===== src/rtl/elevator_car_request_panel_if.sv =====
// Request channel from the car panel to the car request queue.
interface elevator_car_request_panel_if #(
    parameter int unsigned FLOOR_W = 3
) ();
    logic               req_valid;
    logic [FLOOR_W-1:0] req_floor;
    logic               req_ready;

    modport master (
        output req_valid,
        output req_floor,
        input  req_ready
    );

    modport slave (
        input  req_valid,
        input  req_floor,
        output req_ready
    );
endinterface


===== src/rtl/elevator_car_request_panel.sv =====
// Car panel front end: synchronises and debounces floor buttons, latches
// presses as lit pending requests and issues them round-robin to the queue.
module elevator_car_request_panel #(
    parameter int unsigned NUM_FLOORS      = 8,
    parameter int unsigned DEBOUNCE_CYCLES = 4,
    parameter int unsigned FLOOR_W         = $clog2(NUM_FLOORS)
) (
    input  logic                      clk,
    input  logic                      reset,
    input  logic [NUM_FLOORS-1:0]     buttons,
    input  logic [FLOOR_W-1:0]        current_floor,
    input  logic                      arrived,
    elevator_car_request_panel_if.master req_if,
    output logic [NUM_FLOORS-1:0]     lamps
);

    localparam int unsigned CNT_W = $clog2(DEBOUNCE_CYCLES + 1);

    typedef enum logic [1:0] {
        ST_IDLE,
        ST_OFFER,
        ST_GAP
    } state_t;

    state_t state_q, state_d;

    logic [NUM_FLOORS-1:0] sync1_q, sync2_q;
    logic [NUM_FLOORS-1:0] deb_q, deb_d;
    logic [CNT_W-1:0]      cnt_q [NUM_FLOORS];
    logic [CNT_W-1:0]      cnt_d [NUM_FLOORS];
    logic [NUM_FLOORS-1:0] lamps_q, lamps_d;
    logic [NUM_FLOORS-1:0] unsent_q, unsent_d;
    logic                  req_valid_q, req_valid_d;
    logic [FLOOR_W-1:0]    req_floor_q, req_floor_d;
    logic [FLOOR_W-1:0]    rr_q, rr_d;

    logic [NUM_FLOORS-1:0] press;
    logic [NUM_FLOORS-1:0] arr_clr;
    logic [NUM_FLOORS-1:0] hs_clr;
    logic                  sel_found;
    logic [FLOOR_W-1:0]    sel_floor;

    // Floor index arithmetic modulo NUM_FLOORS (not necessarily a power of two).
    function automatic logic [FLOOR_W-1:0] wrap_idx(input logic [FLOOR_W-1:0] base,
                                                    input int unsigned off);
        int unsigned s;
        s = 32'(base) + off;
        if (s >= NUM_FLOORS) s = s - NUM_FLOORS;
        return FLOOR_W'(s);
    endfunction

    // Debounce: count consecutive synchronised samples that disagree with the
    // accepted level; a 0->1 acceptance is the press event.
    always_comb begin
        deb_d = deb_q;
        press = '0;
        cnt_d = '{default: '0};
        for (int unsigned f = 0; f < NUM_FLOORS; f++) begin
            if (sync2_q[f] != deb_q[f]) begin
                if (cnt_q[f] == CNT_W'(DEBOUNCE_CYCLES - 1)) begin
                    deb_d[f] = sync2_q[f];
                    press[f] = sync2_q[f];
                end else begin
                    cnt_d[f] = cnt_q[f] + CNT_W'(1);
                end
            end
        end
    end

    // Arrival clears the floor the car stopped at, when that floor exists.
    always_comb begin
        arr_clr = '0;
        if (arrived && ({1'b0, current_floor} < (FLOOR_W + 1)'(NUM_FLOORS))) begin
            arr_clr[current_floor] = 1'b1;
        end
    end

    // Round-robin pick: first unsent floor at or after rr pointer, wrapping.
    always_comb begin
        sel_found = 1'b0;
        sel_floor = '0;
        for (int unsigned i = 0; i < NUM_FLOORS; i++) begin
            if (!sel_found && unsent_q[wrap_idx(rr_q, i)]) begin
                sel_found = 1'b1;
                sel_floor = wrap_idx(rr_q, i);
            end
        end
    end

    // Issue FSM: next state, offer register updates and handshake clear mask.
    always_comb begin
        state_d     = state_q;
        req_valid_d = req_valid_q;
        req_floor_d = req_floor_q;
        rr_d        = rr_q;
        hs_clr      = '0;
        case (state_q)
            ST_IDLE: begin
                if (sel_found) begin
                    req_valid_d = 1'b1;
                    req_floor_d = sel_floor;
                    state_d     = ST_OFFER;
                end
            end
            ST_OFFER: begin
                if (req_if.req_ready) begin
                    hs_clr[req_floor_q] = 1'b1;
                    rr_d                = wrap_idx(req_floor_q, 1);
                    req_valid_d         = 1'b0;
                    state_d             = ST_GAP;
                end
            end
            ST_GAP: begin
                state_d = ST_IDLE;
            end
            default: begin
                state_d     = ST_IDLE;
                req_valid_d = 1'b0;
            end
        endcase
    end

    // Pending request bookkeeping; a press on a lit floor never re-queues it,
    // and arrival overrides a same-edge press.
    always_comb begin
        lamps_d  = (lamps_q | press) & ~arr_clr;
        unsent_d = (unsent_q | (press & ~lamps_q)) & ~arr_clr & ~hs_clr;
    end

    // FSM state register.
    always_ff @(posedge clk or posedge reset) begin
        if (reset) begin
            state_q <= ST_IDLE;
        end else begin
            state_q <= state_d;
        end
    end

    // Datapath registers: synchronisers, debounce, requests and offer.
    always_ff @(posedge clk or posedge reset) begin
        if (reset) begin
            sync1_q     <= '0;
            sync2_q     <= '0;
            deb_q       <= '0;
            cnt_q       <= '{default: '0};
            lamps_q     <= '0;
            unsent_q    <= '0;
            req_valid_q <= 1'b0;
            req_floor_q <= '0;
            rr_q        <= '0;
        end else begin
            sync1_q     <= buttons;
            sync2_q     <= sync1_q;
            deb_q       <= deb_d;
            cnt_q       <= cnt_d;
            lamps_q     <= lamps_d;
            unsent_q    <= unsent_d;
            req_valid_q <= req_valid_d;
            req_floor_q <= req_floor_d;
            rr_q        <= rr_d;
        end
    end

    assign req_if.req_valid = req_valid_q;
    assign req_if.req_floor = req_floor_q;
    assign lamps            = lamps_q;

endmodule

===== src/flat_wrapper.sv =====
// flat-port wrapper written by rule: the top's interface ports become plain ports
module elevator_car_request_panel_flat 
#(
    parameter int unsigned NUM_FLOORS      = 8,
    parameter int unsigned DEBOUNCE_CYCLES = 4,
    parameter int unsigned FLOOR_W         = $clog2(NUM_FLOORS)
)
  (clk, reset, buttons, current_floor, arrived, lamps, req_if_req_valid, req_if_req_floor, req_if_req_ready);
  elevator_car_request_panel_if #(.FLOOR_W(FLOOR_W)) req_if_i ();
  input  logic clk;
  input  logic reset;
  input  logic [NUM_FLOORS-1:0] buttons;
  input  logic [FLOOR_W-1:0] current_floor;
  input  logic arrived;
  output logic [NUM_FLOORS-1:0] lamps;
  output wire logic [$bits(req_if_i.req_valid)-1:0] req_if_req_valid;
  output wire logic [$bits(req_if_i.req_floor)-1:0] req_if_req_floor;
  input wire logic [$bits(req_if_i.req_ready)-1:0] req_if_req_ready;
  assign req_if_req_valid = req_if_i.req_valid;
  assign req_if_req_floor = req_if_i.req_floor;
  assign req_if_i.req_ready = req_if_req_ready;
  elevator_car_request_panel #(.NUM_FLOORS(NUM_FLOORS), .DEBOUNCE_CYCLES(DEBOUNCE_CYCLES), .FLOOR_W(FLOOR_W)) u_core (.clk(clk), .reset(reset), .buttons(buttons), .current_floor(current_floor), .arrived(arrived), .req_if(req_if_i), .lamps(lamps));
endmodule

===== config.mk =====
export PLATFORM = sky130hd
export DESIGN_NAME = elevator_car_request_panel_flat
export DESIGN_NICKNAME = d
export VERILOG_FILES = /design/src/rtl/elevator_car_request_panel_if.sv /design/src/rtl/elevator_car_request_panel.sv /design/src/flat_wrapper.sv
export SDC_FILE = /design/constraint.sdc
export NUM_CORES = 1
export LEC_CHECK = 0
export CORE_MARGIN = 8
export CORE_UTILIZATION = 59
export DETAILED_ROUTE_END_ITERATION = 10
export PLACE_DENSITY_LB_ADDON = 0.2
export SKIP_LAST_GASP = 1
export SYNTH_ARGS = -nofsm -noshare
export SYNTH_HDL_FRONTEND = slang
export SYNTH_SLANG_ARGS = --single-unit
export TNS_END_PERCENT = 10

===== constraint.sdc =====
create_clock -name clk -period 3.23 [get_ports clk]
set_input_delay 0.646 -clock clk [delete_from_list [all_inputs] [get_ports clk]]
set_output_delay 0.646 -clock clk [all_outputs]
set_load 0.1 [all_outputs]

# After elaboration in Yosys (flattened, before gate mapping)
# Cells that the tools add are included.
[op_classes] n_addsub=25 n_eq_ne=20 muxes=86 order_cmp=21 div=0 bitwise=10 reduce_logical=29 shifts=0 multipliers=0
[ops] cell="3-bit two-way mux" count=33
[ops] cell="3-bit by 4-bit less-than comparator with 1-bit output, second input constant" count=10
[ops] cell="1-bit two-way mux" count=36
[ops] cell="8-bit bitwise AND" count=4
[ops] cell="4-bit greater-or-equal comparator, second input constant" count=8
[ops] cell="3-bit by 1-bit subtractor with 3-bit output, second input constant" count=9
[ops] cell="3-bit by 1-bit adder with 3-bit output, second input constant" count=8
[ops] cell="1-bit binary-select mux with 3-bit select" count=8
[ops] cell="3-bit by 2-bit equality test with 1-bit output, second input constant" count=8
[ops] cell="8-bit two-way mux" count=3
[ops] cell="8-bit inverter" count=3
[ops] cell="2-bit AND reduction" count=11
[ops] cell="3-bit by 3-bit adder with 4-bit output, second input constant" count=4
[ops] cell="8-bit OR" count=2
[ops] cell="1-bit logical AND" count=9
[ops] cell="3-bit by 1-bit adder with 4-bit output, second input constant" count=2
[ops] cell="3-bit by 2-bit adder with 4-bit output, second input constant" count=2
[ops] cell="1-bit != test" count=8
[ops] cell="1-bit zero test" count=7
[ops] cell="1-bit demux with 3-bit select" count=2
[ops] cell="3-bit by 1-bit greater-or-equal comparator with 1-bit output, second input constant" count=2
[ops] cell="3-bit by 4-bit greater-or-equal comparator with 1-bit output, second input constant" count=1
[ops] cell="2-bit two-way mux" count=2
[ops] cell="2-bit one-hot mux with 2 select lines" count=1
[ops] cell="8 further kinds" count=8
[totals] latchBits=0 n_memories=0 out_inout_bits=12 input_bits=15 register_bits=73 elab_cells=215 rom_bits=0 ramBits=0

# Logic depth before layout (Yosys ltp)
# Gate-level depths: netlist of the first run.
[depth] depth_word=28 depth_mapped=12 mapped_depth_nobuf=8

# Worst setup path before layout of the first run
# No wires, ideal clock.
[synth_timing] kind="register to register" startpoint="register u_core.rr_q[1]" endpoint="register u_core.req_floor_q[1] (netlist: u_core.req_if.req_floor[1])" setup_slack_ps=336 arrival_time_ps=2808 period_less_slack_ps=2894 stages_incl_launch_ff=12 required_time_ps=3143 path_buffers=3 cell_sequence="dfrtp_1 buf_6 buf_2 inv_1 ha_1 buf_4 mux4_2 mux2i_1 a32oi_1 o41ai_4 nor4_1 a211oi_2"
[synth_between] elab_chain_len=27 word_cells_on_any_way=78
[synth_rtl] item="from (decl)" line_no="elevator_car_request_panel.sv:35" rtl="logic [FLOOR_W-1:0] rr_q, rr_d;"
[synth_rtl] item="from (signal assigned)" line_no="elevator_car_request_panel.sv:160" rtl="rr_q <= rr_d;"
[synth_rtl] item="branches (longest 27 deep; another with 3-bit by 1-bit adder with 4-bit output)"
[synth_rtl] item="to (signal assigned)" line_no="elevator_car_request_panel.sv:159" rtl="req_floor_q <= req_floor_d;"
[synth_rtl] item="to (decl)" line_no="elevator_car_request_panel.sv:34" rtl="logic [FLOOR_W-1:0] req_floor_q, req_floor_d;"
# Several ways; the timed one is not identified. The select of a mux whose other input is x is not followed.
# A chain may end at the register's enable or synchronous reset.

# Worst setup path after layout of the first run
# Ends and elaborated chain as after synthesis.

==> results.py, run 1 <==
metrics = {
    "run_status": {
        "outcome": "finished clean",
    },
    "floorplanning": {
        "boundaryPins": 27,
        "rows": 29,
        "design.die.area_um2": 9470,
        "initial_core_util": 0.6109,
        "dieHeight_um": 97.32,
        "coreArea_um2": 6386,
        "die_w_um": 97.32,
    },
    "setup_path": {
        "cp_data_arrival_time_ns": 3.18,
        "setup.worst_path.start_class": "register",
        "cp_data_required_time_ns": 3.49,
        "crit_path_end_kind": "register",
        "critical_path_class": "register to register",
        "crit_path_max_fanout": 7,
    },
    "global_routing": {
        "grt.overflow.total": 0,
        "globalRouteTotalUtil": 0.1803,
        "grt_start_max_net_pins": 42,
        "grt_first_pass_wirelength_mm": 14.06,
        "grt_pass1_vias": 2944,
        "grt_antenna_before_repair": 0,
    },
    "route": {
        "detail-route-antenna-nets": 0,
        "wirelength_mm": 8.197,
        "drt_first_iter_violations": 154,
        "avgViaCountPerCell": 6.099,
        "met1_length_mm": 3.446,
        "wl_met3_um": 556,
        "route.met2.wl_mm": 3.918,
        "dr_total_vias": 2763,
        "detailedRoute.firstPassIterationCount": 4,
        "drc_errors": 0,
        "top_layer_used": "met4",
        "detail_routed_net_length_per_standard_cell_um": 18.09,
    },
    "synth": {
        "synth_top_flop_cell": "sky130_fd_sc_hd__dfrtp_1",
        "postSynthAreaPerCell_um2": 11.41,
        "synth.yosys.warnings": 0,
        "syn-num-nets": 368,
        "synth.yosys.seq_area_share": 0.4682,
        "synth-seq-cells": 73,
        "asyncSetResetFlopFracSynth": 1.000,
        "post_synth_num_cell_types": 56,
        "synth-edff-count": 0,
        "postSynthCellCount": 342,
        "synth.cell_area_um2": 3901,
    },
    "final_layout": {
        "n_antenna_cell": 0,
        "final_layout_size_suffix_gt1_frac": 0.1649,
        "flow.area_growth_from_synthesis_pct": 13.37,
        "design.final.nets": 397,
    },
    "clock_tree": {
        "clock_insertion_delay_worst_skew_ns": 0.35,
        "worst_setup_hold_path_clk_slew_ns": 0.07,
        "cts-root-buf": "sky130_fd_sc_hd__clkbuf_8",
        "hold_buffers": 0,
        "cts_inserted_buffers": 9,
        "htree_num_levels": 3,
        "cts-root-to-sink-buffers": 2,
        "cts_setup_buffers": 0,
        "tritoncts": "yes",
        "clkSinkCount": 73,
        "cts.repair.resized": 0,
    },
    "place": {
        "gp_congestion": 0.9049,
        "placement.io_buffers": 26,
        "detailed_place_hpwl_mm": 5.854,
    },
    "timing": {
        "relSlewSlack": 0.5295,
        "final-setup-viol-count": 0,
        "tightest_slew_ns": 0.7047,
        "post-route-min-period_ns": 2.921,
        "fin_hold_ws_ns": 0.3504,
        "finalHoldViolCount": 0,
        "timing.setup.tns_ns": 0,
        "fin_skew_ns": 0.006935,
        "post-route-period-util": 0.9044,
        "finalMaxSlewViolations": 0,
        "fmaxAchievable_mhz": 342.3,
        "unrepaired_setup_endpoints_after_global_routing": "no",
    },
    "flow_run": {
        "timing.max_cap.violations": 0,
    },
    "min_path": {
        "timing.hold.worst.class": "register to register",
    },
}
## cell usage after synthesis, types with 3 or more instances
cell                       instances  area (um2)
sky130_fd_sc_hd__mux4_1            3       78.83
sky130_fd_sc_hd__buf_2             4       20.02
sky130_fd_sc_hd__o22ai_1           3       18.77
sky130_fd_sc_hd__buf_4             3       22.52
sky130_fd_sc_hd__inv_1            13       48.80
sky130_fd_sc_hd__nor3b_1          13       97.59
sky130_fd_sc_hd__clkbuf_1          4       15.01
sky130_fd_sc_hd__a31oi_1          10       62.56
sky130_fd_sc_hd__dfrtp_1          73        1827
sky130_fd_sc_hd__nor2b_1          20       125.1
sky130_fd_sc_hd__xnor2_1          10       87.58
sky130_fd_sc_hd__nor4bb_1          5       50.05
sky130_fd_sc_hd__o32ai_1           4       35.03
sky130_fd_sc_hd__a21oi_1           3       15.01
sky130_fd_sc_hd__nor2_1           29       108.9
sky130_fd_sc_hd__nand2_1          27       101.4
sky130_fd_sc_hd__ha_1             11       137.6
sky130_fd_sc_hd__xor2_1            3       26.28
sky130_fd_sc_hd__mux2_2            6       67.56
sky130_fd_sc_hd__nand2b_1          8       50.05
sky130_fd_sc_hd__mux2i_1           9       90.09
sky130_fd_sc_hd__nor3_1           12       60.06
sky130_fd_sc_hd__mux4_2           14       315.3
sky130_fd_sc_hd__o21ai_0          13       65.06
## final timing paths
check	to	from	slack, ns	cells after the start
setup / recovery	u_core.req_if.req_floor[1]$_DFFE_PP0P_	u_core.rr_q[1]$_DFFE_PP0P_	0.31	8
hold / removal	u_core.sync2_q[7]$_DFF_PP0_	u_core.sync1_q[7]$_DFF_PP0_	0.35	0
setup reg to reg	u_core.req_if.req_floor[1]$_DFFE_PP0P_	u_core.rr_q[1]$_DFFE_PP0P_	0.31	8
hold reg to reg	u_core.sync2_q[7]$_DFF_PP0_	u_core.sync1_q[7]$_DFF_PP0_	0.35	0
max in group asynchronous	u_core.lamps[5]$_DFF_PP0_	reset	1.83	3
min in group asynchronous	u_core.sync2_q[2]$_DFF_PP0_	reset	0.74	2
## cell families after synthesis
family,synth area share
and+or+nand+nor,0.1851
DFF,0.4682
AOI/OAI and AO/OA,0.1001
muxes,0.1472
buffers and inverters,0.03496
xor gates and xnor gates,0.02919
adders and majority gates,0.03528
## per-layer routing
metal,vias up,global-route usage
li1,1307,-
met1,1339,0.2114
met2,95,0.2859
met3,22,0.05548
met4,0,0.1049
met5,-,0
## through the flow
| stage | instance area [um2] | std cells | utilization | setup WS [ns] |
|---|---|---|---|---|
| 6_report | 4423 | 453 | 0.6926 | 0.3088 |
| 5_1_grt | 4423 | 453 | 0.6926 | 0.1772 |
| 4_1_cts | 4423 | 453 | 0.6926 | 0.3296 |
| 3_5_place_dp | 4202 | 437 | 0.6579 | 0.3369 |
| 3_3_place_gp | 4202 | 437 | 0.6579 | 0.4819 |
| 2_1_floorplan | 3901 | 342 | - | 0.3356 |
## layout make-up
class	count	area, um2
Fill cell	493	1963
Multi-Input combinational cell	241	1938
Sequential cell	73	1827
Timing Repair Buffer	32	287.8
Clock buffer	12	145.1
Tap cell	77	96.34
Clock inverter	4	76.32
Inverter	14	52.55
## flip-flops by register name, indices dropped and copies added (netlist names)
| signal | cells |
|---|---|
| u_core.cnt_q | 24 |
| u_core.deb_q | 8 |
| u_core.lamps | 8 |
| u_core.sync1_q | 8 |
| u_core.sync2_q | 8 |
| u_core.unsent_q | 8 |
| u_core.req_if.req_floor | 3 |
| u_core.rr_q | 3 |
| u_core.state_q | 2 |
| u_core.req_if.req_valid | 1 |
## critical path, cell delays in order (launching register included)
cell and delay [ns]:
sky130_fd_sc_hd__dfrtp_1 0.35, sky130_fd_sc_hd__inv_1 0.07, sky130_fd_sc_hd__ha_1 0.46, sky130_fd_sc_hd__mux4_2 0.56, sky130_fd_sc_hd__mux2i_1 0.28, sky130_fd_sc_hd__a32oi_1 0.22
sky130_fd_sc_hd__o41ai_4 0.58, sky130_fd_sc_hd__nor4_1 0.13, sky130_fd_sc_hd__a211oi_2 0.21
## placed cells by master, fill, tap and decap left out, types with 11 or more instances in the layout
cell                              count
sky130_fd_sc_hd__dfrtp_1             73
sky130_fd_sc_hd__mux4_2              14
sky130_fd_sc_hd__ha_1                11
sky130_fd_sc_hd__nor2b_1             20
sky130_fd_sc_hd__nor3_1              12
sky130_fd_sc_hd__o21ai_0             13
sky130_fd_sc_hd__nor3b_1             13
sky130_fd_sc_hd__inv_1               12
sky130_fd_sc_hd__nor2_1              29
sky130_fd_sc_hd__clkdlybuf4s50_1     14
sky130_fd_sc_hd__nand2_1             27
sky130_fd_sc_hd__buf_4               17
Power of run 1 is left out: the tool's default activity adds up to more than one toggle a clock period on the data nets, which glitch-free logic cannot reach.
==> inputs of run 2 (changes only) <==
Settings changed: HOLD_SLACK_MARGIN set to 0.12.
==> results of run 2 <==
Same layout as run 1: the final DEF is identical, and so are final timing and power.
Power of run 2 is left out for the same reason.
